File: config.mk
export PLATFORM = sky130hd
export DESIGN_NAME = fetch
export DESIGN_NICKNAME = d
export VERILOG_FILES = /design/src/rtl/fetch.sv
export SDC_FILE = /design/constraint.sdc
export NUM_CORES = 1
export LEC_CHECK = 0
export ABC_CLOCK_PERIOD_IN_PS = 5000
export BUFFER_PORTS_ARGS = -buffer_cell sky130_fd_sc_hd__buf_2
export CAP_MARGIN = 20
export CORE_ASPECT_RATIO = 1.2
export CORE_MARGIN = 2
export CORE_UTILIZATION = 45
export DETAILED_ROUTE_END_ITERATION = 8
export GPL_TIMING_DRIVEN = 0
export PLACE_DENSITY = 0.68
export SYNTH_ARGS = -nofsm -noshare
export SYNTH_HDL_FRONTEND = slang
export SYNTH_SLANG_ARGS = --single-unit
File: constraint.sdc
create_clock -name aclk -period 5 [get_ports aclk]
set_clock_uncertainty 0.2 [all_clocks]
set_input_delay 0.5 -clock aclk [delete_from_list [all_inputs] [get_ports aclk]]
set_output_delay 0.5 -clock aclk [all_outputs]
set_load 0.05 [all_outputs]
File: src/rtl/fetch.sv
// fetch: instruction fetch stage with PC, one-outstanding memory port,
// credit-checked buffer, redirect flush and AXI-Stream output to decode.
//
// Ports:
//   aclk, areset        clock, synchronous active-high reset
//   imem_req_*          request (valid/ready/addr)
//   imem_rsp_*          response, one cycle after acceptance
//   redirect, target    taken branch/jump from execute
//   down_t*             {pc, ir} stream toward decode
//   misaligned          one-cycle pulse for a target with low bits set
module fetch #(
  parameter logic [31:0] RESET_ADDR = 32'h0000_0000,
  parameter int unsigned DEPTH      = 2
) (
  input  logic        aclk,
  input  logic        areset,
  output logic        imem_req_valid,
  input  logic        imem_req_ready,
  output logic [31:0] imem_req_addr,
  input  logic        imem_rsp_valid,
  input  logic [31:0] imem_rsp_data,
  input  logic        redirect,
  input  logic [31:0] target,
  output logic        down_tvalid,
  input  logic        down_tready,
  output logic [63:0] down_tdata,
  output logic        misaligned
);

  localparam int unsigned PW = $clog2(DEPTH);
  localparam int unsigned CW = $clog2(DEPTH + 1) + 1;

  typedef logic [PW-1:0] ptr_t;
  typedef logic [CW-1:0] cnt_t;

  localparam ptr_t LAST    = ptr_t'(DEPTH - 1);
  localparam cnt_t DEPTH_C = cnt_t'(DEPTH);

  logic [31:0] pc_q, pc_d;
  logic [31:0] ia_q;
  logic        infl_q;
  logic        drop_q;
  logic        mis_q;
  cnt_t        cnt_q, cnt_d;
  ptr_t        wp_q, wp_d;
  ptr_t        rp_q, rp_d;
  logic [63:0] mem_q [DEPTH];

  logic pop;
  logic push;
  logic accept;
  cnt_t occ;
  cnt_t lim;

  function automatic ptr_t inc(input ptr_t p);
    return (p == LAST) ? '0 : p + ptr_t'(1);
  endfunction

  always_comb begin
    down_tvalid = ~areset & (cnt_q != '0);
    down_tdata  = mem_q[rp_q];
    pop         = down_tvalid & down_tready;
    // occupancy + outstanding must stay below DEPTH, a pop frees a slot
    occ            = cnt_q + cnt_t'(infl_q);
    lim            = DEPTH_C + cnt_t'(pop);
    imem_req_valid = ~areset & ~redirect & (occ < lim);
    imem_req_addr  = pc_q;
    accept         = imem_req_valid & imem_req_ready;
    // a response meeting a redirect belongs to the old path
    push = ~areset & ~redirect & imem_rsp_valid & infl_q & ~drop_q;
    misaligned = mis_q;

    pc_d  = pc_q;
    cnt_d = cnt_q;
    wp_d  = wp_q;
    rp_d  = rp_q;
    if (redirect) begin
      pc_d  = {target[31:2], 2'b00};
      cnt_d = '0;
      wp_d  = '0;
      rp_d  = '0;
    end else begin
      if (accept) pc_d = pc_q + 32'd4;
      if (push)   wp_d = inc(wp_q);
      if (pop)    rp_d = inc(rp_q);
      cnt_d = cnt_q + cnt_t'(push) - cnt_t'(pop);
    end
  end

  always_ff @(posedge aclk) begin
    if (areset) begin
      pc_q   <= RESET_ADDR;
      cnt_q  <= '0;
      wp_q   <= '0;
      rp_q   <= '0;
      infl_q <= 1'b0;
      drop_q <= 1'b0;
      mis_q  <= 1'b0;
    end else begin
      pc_q   <= pc_d;
      cnt_q  <= cnt_d;
      wp_q   <= wp_d;
      rp_q   <= rp_d;
      infl_q <= accept;
      // guards against a late stale beat after a flush
      drop_q <= redirect & infl_q;
      mis_q  <= redirect & (target[1:0] != 2'b00);
    end
  end

  always_ff @(posedge aclk) begin
    if (accept) ia_q <= pc_q;
    if (push)   mem_q[wp_q] <= {ia_q, imem_rsp_data};
  end

endmodule

Yosys cells after proc, flatten, opt, wreduce, memory -nomap -nowiden
Memories as Yosys holds them, arrays and structs flattened. A register that Yosys moved wholly into a read port is not among the register bits. Index checks and enable logic that the tools add are counted. W data, S select, Z words.

Bits in registers: 72. Bits in writable memories: 128. Bits of input ports: 70. Output and inout port bits: 99. Logic and storage cells: 43. Memories: 1.

Memories: mem_q (words 2, width 64, rd ports 1, clocked after memory_dff 1, write ports 1, line 47) `logic [63:0] mem_q [DEPTH];`.

Add/sub/neg operators: 7. Magnitude comparators: 1. Mux-type cells: 8. Bitwise operators: 13. Reductions and logical operators: 4.

Operator list (count): $mux W32 (2); $add A32 B3 Y32 const B (1); $and A1 B1 Y1 (10); $add A3 B1 Y3 (2); $mux W1 (6); $reduce_bool A2 Y1 (2); $add A2 B1 Y3 const A (1); $lt A3 B3 Y1 (1); $not A1 Y1 (3); $reduce_bool A3 Y1 (1); $sub A3 B1 Y3 (1); $add A1 B1 Y1 const B (2); $reduce_or A2 Y1 (1).

Longest topological paths before layout
Depth after elaboration: 9. Gate-level depth with buffers: 9. Depth with buffers taken out: 9.

Worst setup path after synthesis
Ideal clock, no wire load.

Kind: in2reg. From: input redirect. To: memory mem_q[0][0], enable pin. Arrival time: 3572 ps. Data required time: 4318 ps. Slack: 745 ps. Cell stages on the path: 3. Buffers on the path: 0. Cells stage by stage: nor2_2 nand4b_1 nor2_1.

Cells in the longest elaborated chain, start to end: 7.

Ends and longest elaborated chain: from (decl) (line 22) `input logic redirect,`; $not A1 Y1 (line 70) `push = ~areset & ~redirect & imem_rsp_valid & infl_q & ~drop_q;`; $and A1 B1 Y1 (4 in a row) (line 70); $mux W1 (line 113) `if (push) mem_q[wp_q] <= {ia_q, imem_rsp_data};`; $mux W1 (implied by the code) (line 113); to (decl) (line 47).

Every way passes these cells.

==> qor.csv <==
stage,metric,value,unit
outcome,outcome,"complete, no violations",
detailed_routing,DR iter-0 viols,348,
sta,Slew Limit Fails,0,
sta,fin crit share,60.0,%
logic_synthesis,Mapped Area,7550,µm²
cts,post-CTS sizing,0,
worst_setup_path,Setup crit end kind,output port,
pwr,total power,3.29,mW
logic_synthesis,"EDFF count, synth",154,
worst_setup_path,WP data arrival,2.30,ns
detailed_routing,total number of vias,4810,
sta,worst-margin pin slew,0.725,ns
logic_synthesis,Synth Instances,487,
grt,initial antenna violation count,0,
detailed_routing,Routed Antenna Nets,0,
floorplanning,Initial Util,46.2,%
finish,Nets,754,
finish,fraction of layout instances using a drive strength above 1,40.8,%
detailed_routing,Pre-antenna DRT Iters,5,
cts,CTS root buf,clkbuf_16,
pwr,P per Cell Area,350,nW/µm²
floorplanning,die width,122,µm
floorplanning,die height,146,µm
logic_synthesis,most instantiated library cell after synthesis,edfxtp_1,
logic_synthesis,cell taking the most area after synthesis,edfxtp_1,
sta,Final Hold Fails,0,
detailed_routing,WL final,15700,µm
floorplanning,Ports,169,
finish,ant diodes,0,
sta,RSZ-0062 raised after global routing,no,
floorplanning,Die ar.,17800,µm²
place,IO buf count,164,
logic_synthesis,#FFs+latches synth,193,
place,gpl congestion,0.850,
cts,CTS buffer count,17,
logic_synthesis,sequential element share of the synthesized area,71.5,%
cts,# Post-CTS Setup Buffers,0,
flow_run,Max Cap Viol,0,
pwr,Max VDD drop,0.179,mV
cts,"Clk Latency, worst-skew pair",0.43,ns
worst_setup_path,Worst Path Required,4.30,ns
grt,largest net degree at the start of global routing,25,
logic_synthesis,syn avg cell area,15.5,µm²
finish,cell area after layout,9380,µm²
logic_synthesis,Area contributors post-synth,"edfxtp_1, dfxtp_1, mux2_2",
pwr,Pleak,3.44,nW
logic_synthesis,Synth Warn #,0,
grt,global-route wire length before repair,24500,µm
sta,fmax,0.334,GHz
cts,Clock Sinks,193,
finish,Syn-to-layout area delta,24.2,%
logic_synthesis,Synth cell types,55,
grt,GR Overflow Total,0,
sta,final setup vio count,0,
floorplanning,core box area,16300,µm²
logic_synthesis,Yosys top cell area share,61.2,%
place,placed cell area,8800,µm²
place,dpl hpwl,11500,µm
cts,Clock Pin Slew Worst Setup and Hold Paths,0.07,ns
grt,Tot GR Track Use,17.9,%
detailed_routing,WL per Instance,17.4,µm
worst_setup_path,Crit Path Max Fanout,10,
floorplanning,row cnt,51,
worst_setup_path,Worst setup SP type,flip-flop,
cts,Max H-tree Level,4,
grt,vias in the first global route,4860,
logic_synthesis,Synth top cells by count,"edfxtp_1, mux2_2, dfxtp_1",
worst_hold_path,worst hold path class,in -> reg,
sta,Final min period,3.00,ns
worst_setup_path,CP Class,reg -> out,
logic_synthesis,post-synthesis async set-or-reset flop share,0,%
detailed_routing,vias per cell,5.33,
cts,clock buffer depth,2,
finish,filler cell count in the final layout,1366,
cts,hold_buf cts,0,
cts,CTS tree,done,
sta,Max-slew headroom,51.5,%
logic_synthesis,Post-synth top flop,edfxtp_1,
detailed_routing,DRC viols,0,
cell usage in the layout, fill, tap and decap left out, types with 5 or more instances in the layout:
cell type / synthesis / final
buf_16: 0 / 5
buf_2: 3 / 167
nand3_1: 15 / 15
o311ai_0: 5 / 5
clkbuf_16: 0 / 18
mux2_2: 63 / 63
nand2_1: 32 / 32
nor3_1: 14 / 14
a31oi_1: 13 / 13
inv_1: 17 / 17
ha_1: 5 / 5
nand4_1: 9 / 9
o21ai_0: 7 / 7
and3_1: 6 / 6
nor2_1: 9 / 7
clkbuf_1: 12 / 13
edfxtp_1: 154 / 154
a21oi_1: 8 / 8
xnor2_1: 6 / 6
a221o_1: 5 / 5
dfxtp_1: 39 / 39
or4_1: 9 / 9
layout make-up:
| cell class | instances | area (µm²) | share of cell area, % |
|---|---|---|---|
| buffer | 20 | 93.8 | 1.00 |
| clock buffer | 22 | 495 | 5.28 |
| clock inverter | 10 | 81.3 | 0.867 |
| inverter | 17 | 63.8 | 0.680 |
| multi-input combinational | 260 | 2020 | 21.5 |
| sequential | 193 | 5410 | 57.6 |
| tap | 212 | 265 | 2.83 |
| timing repair buffer | 169 | 958 | 10.2 |
per-layer routing:
metal / GRT usage [%] / share of wire (%)
met5: 0 / 0
met4: 5.92 / 1.5
met3: 4.94 / 6.4
met2: 31.1 / 52
met1: 21.3 / 40
through the flow:
step                setup WS, ns  hold WS [ns]  utilization, %  setup TNS, ns  cells
floorplan                  0.745         0.221               -              0    490
global placement           -1.01         0.223            53.0        -124.45    866
detailed placement          1.77         0.230            53.9              0    871
CTS                         1.87        0.0439            57.4              0    903
global route                1.77        0.0359            57.4              0    903
finish                      2.00        0.0629            57.4              0    903
worst max-delay path, cell delays in order, from the launching register on:
cell and delay [ns]:
dfxtp_1 0.31, clkbuf_1 0.43, clkbuf_1 0.50, mux2_2 0.42
buf_2 0.21
final timing paths:
path                      from                to  slack, ns  cells past startpoint
min reg2reg            ia_q[3]      mem_q[1][35]       0.24                      0
max                  flip-flop     down_tdata[1]       2.00                      4
max reg2reg             infl_q  imem_req_addr[2]       2.13                      7
min          imem_rsp_data[26]      mem_q[0][26]       0.06                      1
where the power goes:
group          switching, mW  internal (mW)  total [mW]
clock                  0.554          0.751        1.30
sequential            0.0310           1.76        1.79
combinational          0.135         0.0587       0.194
flip-flops by register name, summed over array words and instances, names as in the netlist, named ones only:
name           flops
ia_q              30
drop_q             1
wp_q               1
infl_q             1
rp_q               1
cnt_q              3
imem_req_addr     30
mem_q            124
misaligned         1
cell families (layout without fill, tap and decap cells):
group | count (synthesis) | count (layout) | synth area share, %
multiplexers | 65 | 65 | 9.66
buffers and inverters | 37 | 238 | 2.09
AND/OR/NAND/NOR | 119 | 119 | 8.81
other | 1 | 4 | 0.0496
XOR/XNOR | 6 | 6 | 0.696
flip-flops | 193 | 193 | 71.5
AO/OA/AOI/OAI | 60 | 60 | 6.06
adder cells (fa/ha/maj) | 6 | 6 | 1.09
No activity file was read; power rests on OpenSTA's default activity.
